File: config.mk
export PLATFORM = sky130hd
export DESIGN_NAME = seq_detector_param
export DESIGN_NICKNAME = d
export VERILOG_FILES = /design/src/rtl/seqdet_pkg.sv /design/src/rtl/seqdet_window.sv /design/src/rtl/seq_detector_param.sv
export SDC_FILE = /design/constraint.sdc
export NUM_CORES = 1
export LEC_CHECK = 0
export ABC_AREA = 1
export CORE_MARGIN = 3
export CORE_UTILIZATION = 35
export DETAILED_ROUTE_END_ITERATION = 8
export DONT_BUFFER_PORTS = 1
export PLACE_DENSITY = 0.51
export SETUP_SLACK_MARGIN = 0.02
export SKIP_LAST_GASP = 1
export SYNTH_ARGS = -nofsm -noshare
export SYNTH_HDL_FRONTEND = slang
export SYNTH_SLANG_ARGS = --single-unit
File: constraint.sdc
create_clock -name Clock -period 1.4 [get_ports Clock]
set_input_delay 0.14 -clock Clock [delete_from_list [all_inputs] [get_ports Clock]]
set_output_delay 0.14 -clock Clock [all_outputs]
set_load 0.02 [all_outputs]
File: src/rtl/seqdet_pkg.sv
// Shared types, default constants and helpers for the parametrised serial pattern detector.
// The optional SEQDET_MASK_EN build adds a per-bit compare mask, handled in the top level.
package seqdet_pkg;

    typedef enum logic {
        SEQ_NONOVL = 1'b0,
        SEQ_OVL    = 1'b1
    } seqdet_mode_e;

    localparam int unsigned SEQDET_N     = 4;
    localparam logic [3:0]  SEQDET_PAT   = 4'b1100;
    localparam int unsigned SEQDET_CNT_W = 8;

    // Increment that holds at the all-ones value of a width-bit counter
    function automatic logic [31:0] sat_inc(input logic [31:0] count, input int unsigned width);
        logic [31:0] max_val;
        max_val = (width >= 32) ? 32'hFFFF_FFFF : ((32'(1) << width) - 32'(1));
        return (count >= max_val) ? max_val : (count + 32'(1));
    endfunction

endpackage

File: src/rtl/seqdet_window.sv
// Sample window of the last N bits plus a saturating count of how many of them are valid.
// Exposes the post-shift window and fill so the caller can decide a hit on the sampling edge.
module seqdet_window
    import seqdet_pkg::*;
#(
    parameter int unsigned N  = SEQDET_N,
    parameter int unsigned FW = $clog2(N + 1)
) (
    input  logic          Clock,
    input  logic          Reset,
    input  logic          shift,
    input  logic          flush,
    input  logic          restart,
    input  logic          x,
    output logic [N-1:0]  next_window,
    output logic [FW-1:0] next_fill
);

    logic [N-1:0]  r_window;
    logic [FW-1:0] r_fill;

    assign next_window = {r_window[N-2:0], x};
    assign next_fill   = (r_fill == FW'(N)) ? r_fill : (r_fill + FW'(1));

    // restart drops the fill after a non-overlapping hit so matched bits are not reused
    always_ff @(posedge Clock or negedge Reset) begin
        if (!Reset) begin
            r_window <= '0;
            r_fill   <= '0;
        end else if (flush) begin
            r_window <= '0;
            r_fill   <= '0;
        end else if (shift) begin
            r_window <= next_window;
            r_fill   <= restart ? '0 : next_fill;
        end
    end

endmodule

File: src/rtl/seq_detector_param.sv
// Parametrised serial pattern detector: runtime-loadable pattern, overlap select, registered
// match pulse and saturating hit counter. Define SEQDET_MASK_EN to add a don't-care mask.
module seq_detector_param
    import seqdet_pkg::*;
#(
    parameter int unsigned  N       = SEQDET_N,
    parameter logic [N-1:0] PATTERN = N'(SEQDET_PAT),
    parameter int unsigned  CNT_W   = SEQDET_CNT_W
) (
    input  logic             Clock,
    input  logic             Reset,
    input  logic             en,
    input  logic             x,
    input  logic             ovl,
    input  logic             load,
    input  logic [N-1:0]     pat_in,
`ifdef SEQDET_MASK_EN
    input  logic [N-1:0]     mask_in,
`endif
    input  logic             clr,
    output logic             y,
    output logic [CNT_W-1:0] hits,
    output logic [N-1:0]     pat
);

    localparam int unsigned FW = $clog2(N + 1);

    logic [N-1:0]     w_next_window;
    logic [FW-1:0]    w_next_fill;
    logic [N-1:0]     w_diff;
    logic             w_shift;
    logic             w_hit;
    logic             w_restart;
    seqdet_mode_e     w_mode;

    logic             r_y;
    logic [CNT_W-1:0] r_hits;
    logic [N-1:0]     r_pat;

    assign w_shift = en & ~load;
    assign w_mode  = seqdet_mode_e'(ovl);

    seqdet_window #(
        .N  (N),
        .FW (FW)
    ) u_window (
        .Clock       (Clock),
        .Reset       (Reset),
        .shift       (w_shift),
        .flush       (load),
        .restart     (w_restart),
        .x           (x),
        .next_window (w_next_window),
        .next_fill   (w_next_fill)
    );

`ifdef SEQDET_MASK_EN
    logic [N-1:0] r_mask;

    always_ff @(posedge Clock or negedge Reset) begin
        if (!Reset) begin
            r_mask <= '1;
        end else if (load) begin
            r_mask <= mask_in;
        end
    end

    assign w_diff = (w_next_window ^ r_pat) & r_mask;
`else
    assign w_diff = w_next_window ^ r_pat;
`endif

    assign w_hit     = w_shift && (w_next_fill == FW'(N)) && (w_diff == '0);
    assign w_restart = w_hit && (w_mode == SEQ_NONOVL);

    // Load forces w_hit low, so y is cleared on a load edge as well as on idle edges
    always_ff @(posedge Clock or negedge Reset) begin
        if (!Reset) begin
            r_y    <= 1'b0;
            r_hits <= '0;
            r_pat  <= PATTERN;
        end else begin
            r_y <= w_hit;
            if (clr) begin
                r_hits <= '0;
            end else if (w_hit) begin
                r_hits <= CNT_W'(sat_inc(32'(r_hits), CNT_W));
            end
            if (load) begin
                r_pat <= pat_in;
            end
        end
    end

    assign y    = r_y;
    assign hits = r_hits;
    assign pat  = r_pat;

endmodule

# --- Word-level counts from Yosys, hierarchy flattened ---
# Index checks and enable logic that the tools add are counted.
classes:
  eq_ne: 2
  order_cmp: 1
  addsub: 2
  mux: 9
  reduce_logical: 6
  n_bitwise: 4
op_table:
  columns: ["cell", "count"]
  rows:
  - ["2-to-1 mux 8 bit", 3]
  - ["2-to-1 mux 3 bit", 6]
  - ["adder 8 x 1 -> 8 bit, second input constant", 1]
  - ["greater-or-equal comparator 8 bit, second input constant", 1]
  - ["equality test 3 bit, second input constant", 2]
  - ["zero test 4 bit", 1]
  - ["nonzero test 2 bit", 2]
  - ["XOR 4 bit", 1]
  - ["adder 3 x 1 -> 3 bit, second input constant", 1]
  - ["logical AND 1 bit", 3]
  - ["NOT 1 bit", 2]
  - ["AND 1 bit", 1]
totals:
  reg_bits: 19
  out_inout_bits: 13

# --- Depth between registers and ports, before layout ---
# Gate-level depths: netlist of run 1.
depth:
  depth_word: 9
  depth_mapped: 10

# --- By module ---
# Synthesis of run 1 repeated with hierarchy kept, for this count alone.
unflattened:
  cells_unflattened: 162
  hier_area_um2: 1233.7
modules_own_cells:
  columns: ["module", "instances", "seq_area_each_um2", "cells_per_inst", "area_each_um2"]
  rows:
  - ["seq_detector_param", 1, 327.8, 121, 903.4]
  - ["seqdet_window", 1, 150.1, 41, 330.3]

# --- Worst setup path after synthesis of run 1 ---
# Ideal clock, no wire load.
synth_timing:
  path_type: "register to register"
  startpoint: "register u_window.r_fill[0]"
  endpoint: "register r_hits[3] (netlist: hits[3])"
  setup_slack_ns: -0.002
  path_stages_with_launch: 11
  t_required_ns: 1.281
  arrival_ns: 1.284
  cell_sequence: "dfrtp_1 -> inv_1 -> ha_1 -> inv_1 -> nand2_1 -> nand2_1 -> nand3_1 -> nor2_2 -> nand2_2 -> nand3_1 -> nand2_1"
synth_via:
  elab_chain_cells: 6
  elab_cells_between_ends: 7
synth_lines:
  columns: ["item", "line_no", "rtl"]
  rows:
  - ["start, declared", "seqdet_window.sv:20", "logic [FW-1:0] r_fill;"]
  - ["start signal, assigned", "seqdet_window.sv:35", "r_fill <= restart ? '0 : next_fill;"]
  - ["adder 3 x 1 -> 3 bit or equality test 3 bit (tied branches)", "seqdet_window.sv:23", "assign next_fill = (r_fill == FW'(N)) ? r_fill : (r_fill + FW'(1));"]
  - ["2-to-1 mux 3 bit (*)", "seqdet_window.sv:23", null]
  - ["equality test 3 bit (*)", "seq_detector_param.sv:73", "assign w_hit = w_shift && (w_next_fill == FW'(N)) && (w_diff == '0);"]
  - ["logical AND 1 bit (*) (2 in series)", "seq_detector_param.sv:73", null]
  - ["nonzero test 2 bit (no source line) (*)", null, null]
  - ["end signal, assigned", "seq_detector_param.sv:87", "r_hits <= CNT_W'(sat_inc(32'(r_hits), CNT_W));"]
  - ["end, declared", "seq_detector_param.sv:37", "logic [CNT_W-1:0] r_hits;"]
# Every way passes the cells marked *; elsewhere a longest branch is shown, timed or not.
# A chain may end at the register's enable or synchronous reset.

# --- Worst setup path in the final report of run 1 ---
layout_timing:
  startpoint: "register u_window.r_fill[0]"
  endpoint: "register r_hits[6] (netlist: hits[6])"
# The elaborated chain is that of the path after synthesis.

==> flow_summary.toml, run 1 <==
[critical_path]
rr_startpoint = "u_window.r_fill[0]$_DFFE_PN0P_"
cpPeakStageDelay_ns = 0.43
worst_ep_required_time_ns = 1.60
worst-path-stages = 9
path_max_fanout = 8
worstSetupEndpoint = "hits[6]$_DFFE_PN0P_"
path_cells = "inv_2, ha_4, nand3_2, nand2_4, inv_2, nor2_4, nand2_4, nand3_2, nand2_1"
path_class = "flop to flop"
crit_path_end_kind = "flop"
critPathLaunch = "u_window.r_fill[0]$_DFFE_PN0P_"
cp_slowest_cell = "dfrtp_1"
r2r_end = "hits[6]$_DFFE_PN0P_"
arrival_ns = 1.70
crit_family = "simple AND/OR/NAND/NOR gates"
critPathBufInv = 2
r2r_cells = 9
ff2ff_setup_slack_ns = -0.10
cp-start-kind = "flop"

[sta]
finalCritPeriodShare_pct = 107
rsz0062_at_grt = "yes"
drv_slew = 0
hold_viol_final = 0
setup_viol = 10
max_freq_ghz = 0.666
finalClockSkew_ns = 0.00182
tightest_slew_ns = 0.884
worst_hold_slack_ns = 0.0661
period_needed_ns = 1.50
relSlewSlack_pct = 40.9
timing.final.ws_setup_ns = -0.102

[synth]
yosysMostFrequentCell = "nand2_1"
yosys.area_share.simple_pct = 37.7
yosys_warnings = 0
synth-seq-area-share_pct = 40.0
ys_types = 21
synthArstFlopShare_pct = 100
synth_top_area_cell = "dfrtp_1"
syn_nets = 181
synth_edf_count = 0
synth_adder_area_share_pct = 3.14
synth_compound_area_share_pct = 4.72
synthTopCellsByCount = "nand2_1, inv_1, nand3_1"
netlist.area_leader.share_pct = 35.6
synth_top_family_by_area = "simple AND/OR/NAND/NOR gates"
synthMuxAreaShare_pct = 0
synthCells = 167
ys_top_cells_by_area = "dfrtp_1, nand2_1, nand3_1"
synth-seq-cells = 19
synthFlopType = "dfrtp_1"
synth-xor-area-share_pct = 2.20
syn-cell-area_um2 = 1190
synth_area_per_cell_um2 = 7.15

[detailed_routing]
post-route-drc-count = 0
wirelength_um = 3110
drt_first_pass_iters = 4
avgViaCountPerCell = 4.79
wire_per_inst_um = 12.8
vias = 1159
dr.first_iter.drc_count = 49
ant_nets = 0

[die]
core_area_um2 = 3150
die-area_um2 = 4150
die-width_um = 64.4
num_rows = 20
start_util_pct = 37.9
io_pins = 24
die_y_um = 64.4

[power_and_ir_drop]
seqPwrFrac_pct = 51.8
swShare_pct = 31.1
p_clk_share_pct = 25.7
powerDensity_nw_per_um2 = 671
leakagePower_nw = 0.869
power_switching_uw = 353
vdd_drop_max_uv = 405
finalPower_mw = 1.14
pwr-share-comb_pct = 22.5
p_int_uw = 783

[placed_design]
port_buffers = 0
hpwl_um = 2130
numPlacedInstances = 226
place_ws_ns = -0.0906
routabilityCongestion = 0.818

[global_routing]
grt_max_degree = 20
grt_pass1_vias = 1194
grt_pass1_wl_um = 5470
overflow = 0
antenna_found_initial = 0
gr-usage-all-layers_pct = 16.6

[hold_path]
hold_class = "input port to flop"

[clock_network]
clk_latency_ns = 0.30
htreeDepth = 1
cts.sinks = 19
cts_buffers = 3
cts_root_buf = "clkbuf_4"
clk_pin_slew_ns = 0.11
ctsLongestPathBuffers = 2
cts_tree = "yes"

[cells_and_area]
final_util_pct = 53.7
area_growth_pct = 41.7
n_antenna_cell = 0
fillers = 300
nNetsFinal = 213
instances_no_fill = 242
layout-drive-gt1-share_pct = 36.9

[flow_run]
maxCapViolCount = 0

[run_status]
violations = "negative setup slack"
outcome = "finished, violations left"
-- worst min-delay path: stages --
cell and delay, ns:
inv_1 0.03, nand3_1 0.07, nand2_1 0.06, nand2_1 0.05
-- layout make-up --
cell class / instances / area (um^2) / share of cell area (%)
Multi-Input combinational cell: 113 / 759 / 44.9
Sequential cell: 19 / 483 / 28.6
Clock buffer: 4 / 26.3 / 1.55
Tap cell: 44 / 55.1 / 3.25
Timing Repair Buffer: 29 / 244 / 14.4
Inverter: 33 / 124 / 7.32
-- how the worst min path moves through the flow --
stage | endpoint | start | cells past startpoint
2_1_floorplan | hits[0]$_DFFE_PN0P_ | Reset | 0
3_3_place_gp | u_window.r_fill[2]$_DFFE_PN0P_ | Reset | 0
3_5_place_dp | u_window.r_fill[2]$_DFFE_PN0P_ | Reset | 0
4_1_cts | u_window.r_fill[2]$_DFFE_PN0P_ | ovl | 4
5_1_grt | u_window.r_fill[2]$_DFFE_PN0P_ | ovl | 4
6_report | u_window.r_fill[2]$_DFFE_PN0P_ | ovl | 4
-- placed cells by master, fill, tap and decap left out, types with 2 or more instances in the layout --
cell type | netlist | routed
o22ai_1 | 5 | 5
nor2_2 | 4 | 4
nor2_1 | 8 | 5
inv_2 | 2 | 6
nand4_1 | 3 | 3
nand3_4 | 0 | 3
nor2_4 | 1 | 5
nand2_1 | 51 | 41
dfstp_2 | 2 | 2
dfrtp_2 | 0 | 4
buf_4 | 0 | 20
xnor2_1 | 2 | 2
nand3_2 | 1 | 9
clkbuf_4 | 0 | 3
dfrtp_1 | 17 | 13
o21ai_0 | 5 | 4
inv_1 | 31 | 27
nand2_2 | 1 | 6
nand2_4 | 0 | 5
dlygate4sd3_1 | 0 | 7
nand3_1 | 25 | 14
-- per-layer routing --
layer	wire (um)	vias up	share of wire, %	track usage (%)
met5	0	-	0	0
met4	45	0	1.4	5.80
met2	1540	23	49	27.1
li1	-	583	-	-
met3	135	6	4.3	3.34
met1	1390	547	45	21.7
-- sequential cells by signal, indices dropped and copies added, names as in the netlist --
register and cells:
hits 8, y 1, pat 4, u_window.r_fill 3, u_window.r_window 3
-- cells by family after synthesis --
family / count (synthesis)
flip-flops: 19
AO/OA/AOI/OAI: 10
XOR/XNOR: 3
AND/OR/NAND/NOR: 96
buffers and inverters: 36
adder cells (fa/ha/maj): 3
-- power by group through the flow --
stage / Combinational [mW] / Sequential, mW / Clock [mW]
final: 0.255 / 0.589 / 0.292
after global routing: 0.285 / 0.592 / 0.330
after CTS: 0.228 / 0.588 / 0.299
after detailed placement: 0.170 / 0.598 / 0
after global placement: 0.167 / 0.596 / 0
after floorplan: 0.116 / 0.610 / 0
-- through the flow --
| stage | setup TNS [ns] | cell area, um^2 |
|---|---|---|
| after global routing | -1.38 | 1690 |
| after global placement | -0.309 | 1440 |
| after floorplan | 0 | 1270 |
| after CTS | -0.422 | 1610 |
| final | -0.692 | 1690 |
| after detailed placement | -0.651 | 1440 |
-- what timing repair did --
item                       CTS  global route
hold buffers                 8             1
pin swaps                    8             7
setup endpoints to repair   10            12
buffers inserted             0             3
hold endpoints to repair    25             1
gates resized for setup     16            17
cloned                       1             0
Power figures use the tool's default switching activity.
==> run 2, diff against run 1 <==
--- a/config.mk
+++ b/config.mk
@@ -11,6 +11,7 @@
 export DETAILED_ROUTE_END_ITERATION = 8
 export DONT_BUFFER_PORTS = 1
 export PLACE_DENSITY = 0.51
+export RECOVER_POWER = 50
 export SETUP_SLACK_MARGIN = 0.02
 export SKIP_LAST_GASP = 1
 export SYNTH_ARGS = -nofsm -noshare
==> flow_summary.toml, run 2 (synthesis gave the netlist of run 1 again) <==
[hold_path]
hold_class = "input port to flop"
hold_depth = 4

[detailed_routing]
post-route-drc-count = 0
drt_first_pass_iters = 4
ant_nets = 0
vias = 1156
avgViaCountPerCell = 4.78
dr.first_iter.drc_count = 46
wire_per_inst_um = 12.9
wirelength_um = 3120

[critical_path]
crit_path_end_kind = "flop"
path_class = "flop to flop"
path_max_fanout = 8
arrival_ns = 1.71
cp-start-kind = "flop"
worst_ep_required_time_ns = 1.60
r2r_cells = 9

[die]
start_util_pct = 37.9
die-width_um = 64.4
core_area_um2 = 3150
die_y_um = 64.4
die-area_um2 = 4150
io_pins = 24
num_rows = 20

[cells_and_area]
largest_register_ffs = 8
area_growth_pct = 40.6
multi_input_area_um2 = 759
fillers = 303
final_cell_mix = "nand2_1, inv_1, buf_4, nand3_1, dfrtp_1"
final-seq-area_um2 = 483
n_antenna_cell = 0
layout-drive-gt1-share_pct = 35.4
final_common_cell = "nand2_1"
nNetsFinal = 213
instances_no_fill = 242

[placed_design]
numPlacedInstances = 226
hpwl_um = 2130
routabilityCongestion = 0.818
port_buffers = 0

[sta]
period_needed_ns = 1.50
relSlewSlack_pct = 41.0
setup_viol = 10
drv_slew = 0
max_freq_ghz = 0.666
timing.final.ws_setup_ns = -0.103
hold_viol_final = 0
worst_hold_slack_ns = 0.0660
tightest_slew_ns = 0.883
finalClockSkew_ns = 0.00189
rsz0062_at_grt = "yes"
finalCritPeriodShare_pct = 107

[global_routing]
overflow = 0
grt_max_degree = 20
antenna_found_initial = 0
met1_usage_pct = 21.7
busiest_layer = "met2"
met2_usage_pct = 27.1
gr-usage-all-layers_pct = 16.6
gr-usage-met3_pct = 3.34
grt_pass1_vias = 1194
grt_pass1_wl_um = 5470

[clock_network]
cts_tree = "yes"
htreeDepth = 1
cts_buffers = 3
ctsLongestPathBuffers = 2
clk_pin_slew_ns = 0.11
cts_root_buf = "clkbuf_4"
clk_latency_ns = 0.30
cts.sinks = 19

[flow_run]
maxCapViolCount = 0

[run_status]
outcome = "finished, violations left"
violations = "negative setup slack"

[power_and_ir_drop]
leakagePower_nw = 0.856
powerDensity_nw_per_um2 = 676
vdd_drop_max_uv = 405
run 2: changes by cell type in the layout (fill, tap and decap cells not counted), sizes merged:
cell	change
buf	-4
clkbuf	+4
run 2: worst paths after layout:
check	from	endpoint	slack (ns)
hold reg to reg	pat[2]$_DFFE_PN1P_	pat[2]$_DFFE_PN1P_	0.51
setup / recovery	u_window.r_fill[0]$_DFFE_PN0P_	hits[6]$_DFFE_PN0P_	-0.10
max in group asynchronous	Reset	hits[1]$_DFFE_PN0P_	0.42
hold / removal	ovl	u_window.r_fill[2]$_DFFE_PN0P_	0.07
setup reg to reg	u_window.r_fill[0]$_DFFE_PN0P_	hits[6]$_DFFE_PN0P_	-0.10
min in group asynchronous	Reset	u_window.r_fill[1]$_DFFE_PN0P_	0.39
run 2: stage by stage:
stage | TNS (ns) | setup WS (ns) | total power, mW | area [um^2] | util, %
6_report | -0.698 | -0.103 | 1.13 | 1680 | 53.2
5_1_grt | -1.38 | -0.158 | 1.20 | 1680 | 53.2
4_1_cts | -0.422 | -0.0777 | 1.12 | 1610 | 51.2
3_5_place_dp | -0.651 | -0.0906 | 0.768 | 1440 | 45.5
3_3_place_gp | -0.309 | -0.0460 | 0.763 | 1440 | 45.5
2_1_floorplan | 0 | 0.0279 | 0.726 | 1270 | -
run 2: routing by layer:
metal	routed length [um]	up-vias
met1	1400	546
li1	-	583
met2	1540	21
met5	0	-
met4	45	0
met3	136	6
run 2: critical path, cell delays in order, from the launching register on:
cell and delay (ns):
dfrtp_1 0.43, inv_2 0.09, ha_4 0.19, nand3_2 0.12, nand2_4 0.12, inv_2 0.05
nor2_4 0.12, nand2_4 0.12, nand3_2 0.10, nand2_1 0.07
run 2: timing repair:
item	4_1_cts	5_1_grt
cloned	1	0
setup buffers	0	3
endpoints found under the setup margin	10	12
hold buffers	8	1
pin swaps	8	7
gates resized for setup	16	17
endpoints found under the hold margin	25	1
run 2: power by group:
| part | switching [mW] | internal (mW) | total (mW) |
|---|---|---|---|
| sequential | 0.0170 | 0.572 | 0.589 |
| combinational | 0.155 | 0.0977 | 0.253 |
| clock | 0.181 | 0.111 | 0.292 |
| total | 0.353 | 0.780 | 1.13 |
run 2: area by class of cell:
type	instances	share of cell area [%]
Inverter	33	7.38
Multi-Input combinational cell	113	45.3
Timing Repair Buffer	29	13.7
Sequential cell	19	28.8
Tap cell	44	3.28
Clock buffer	4	1.57
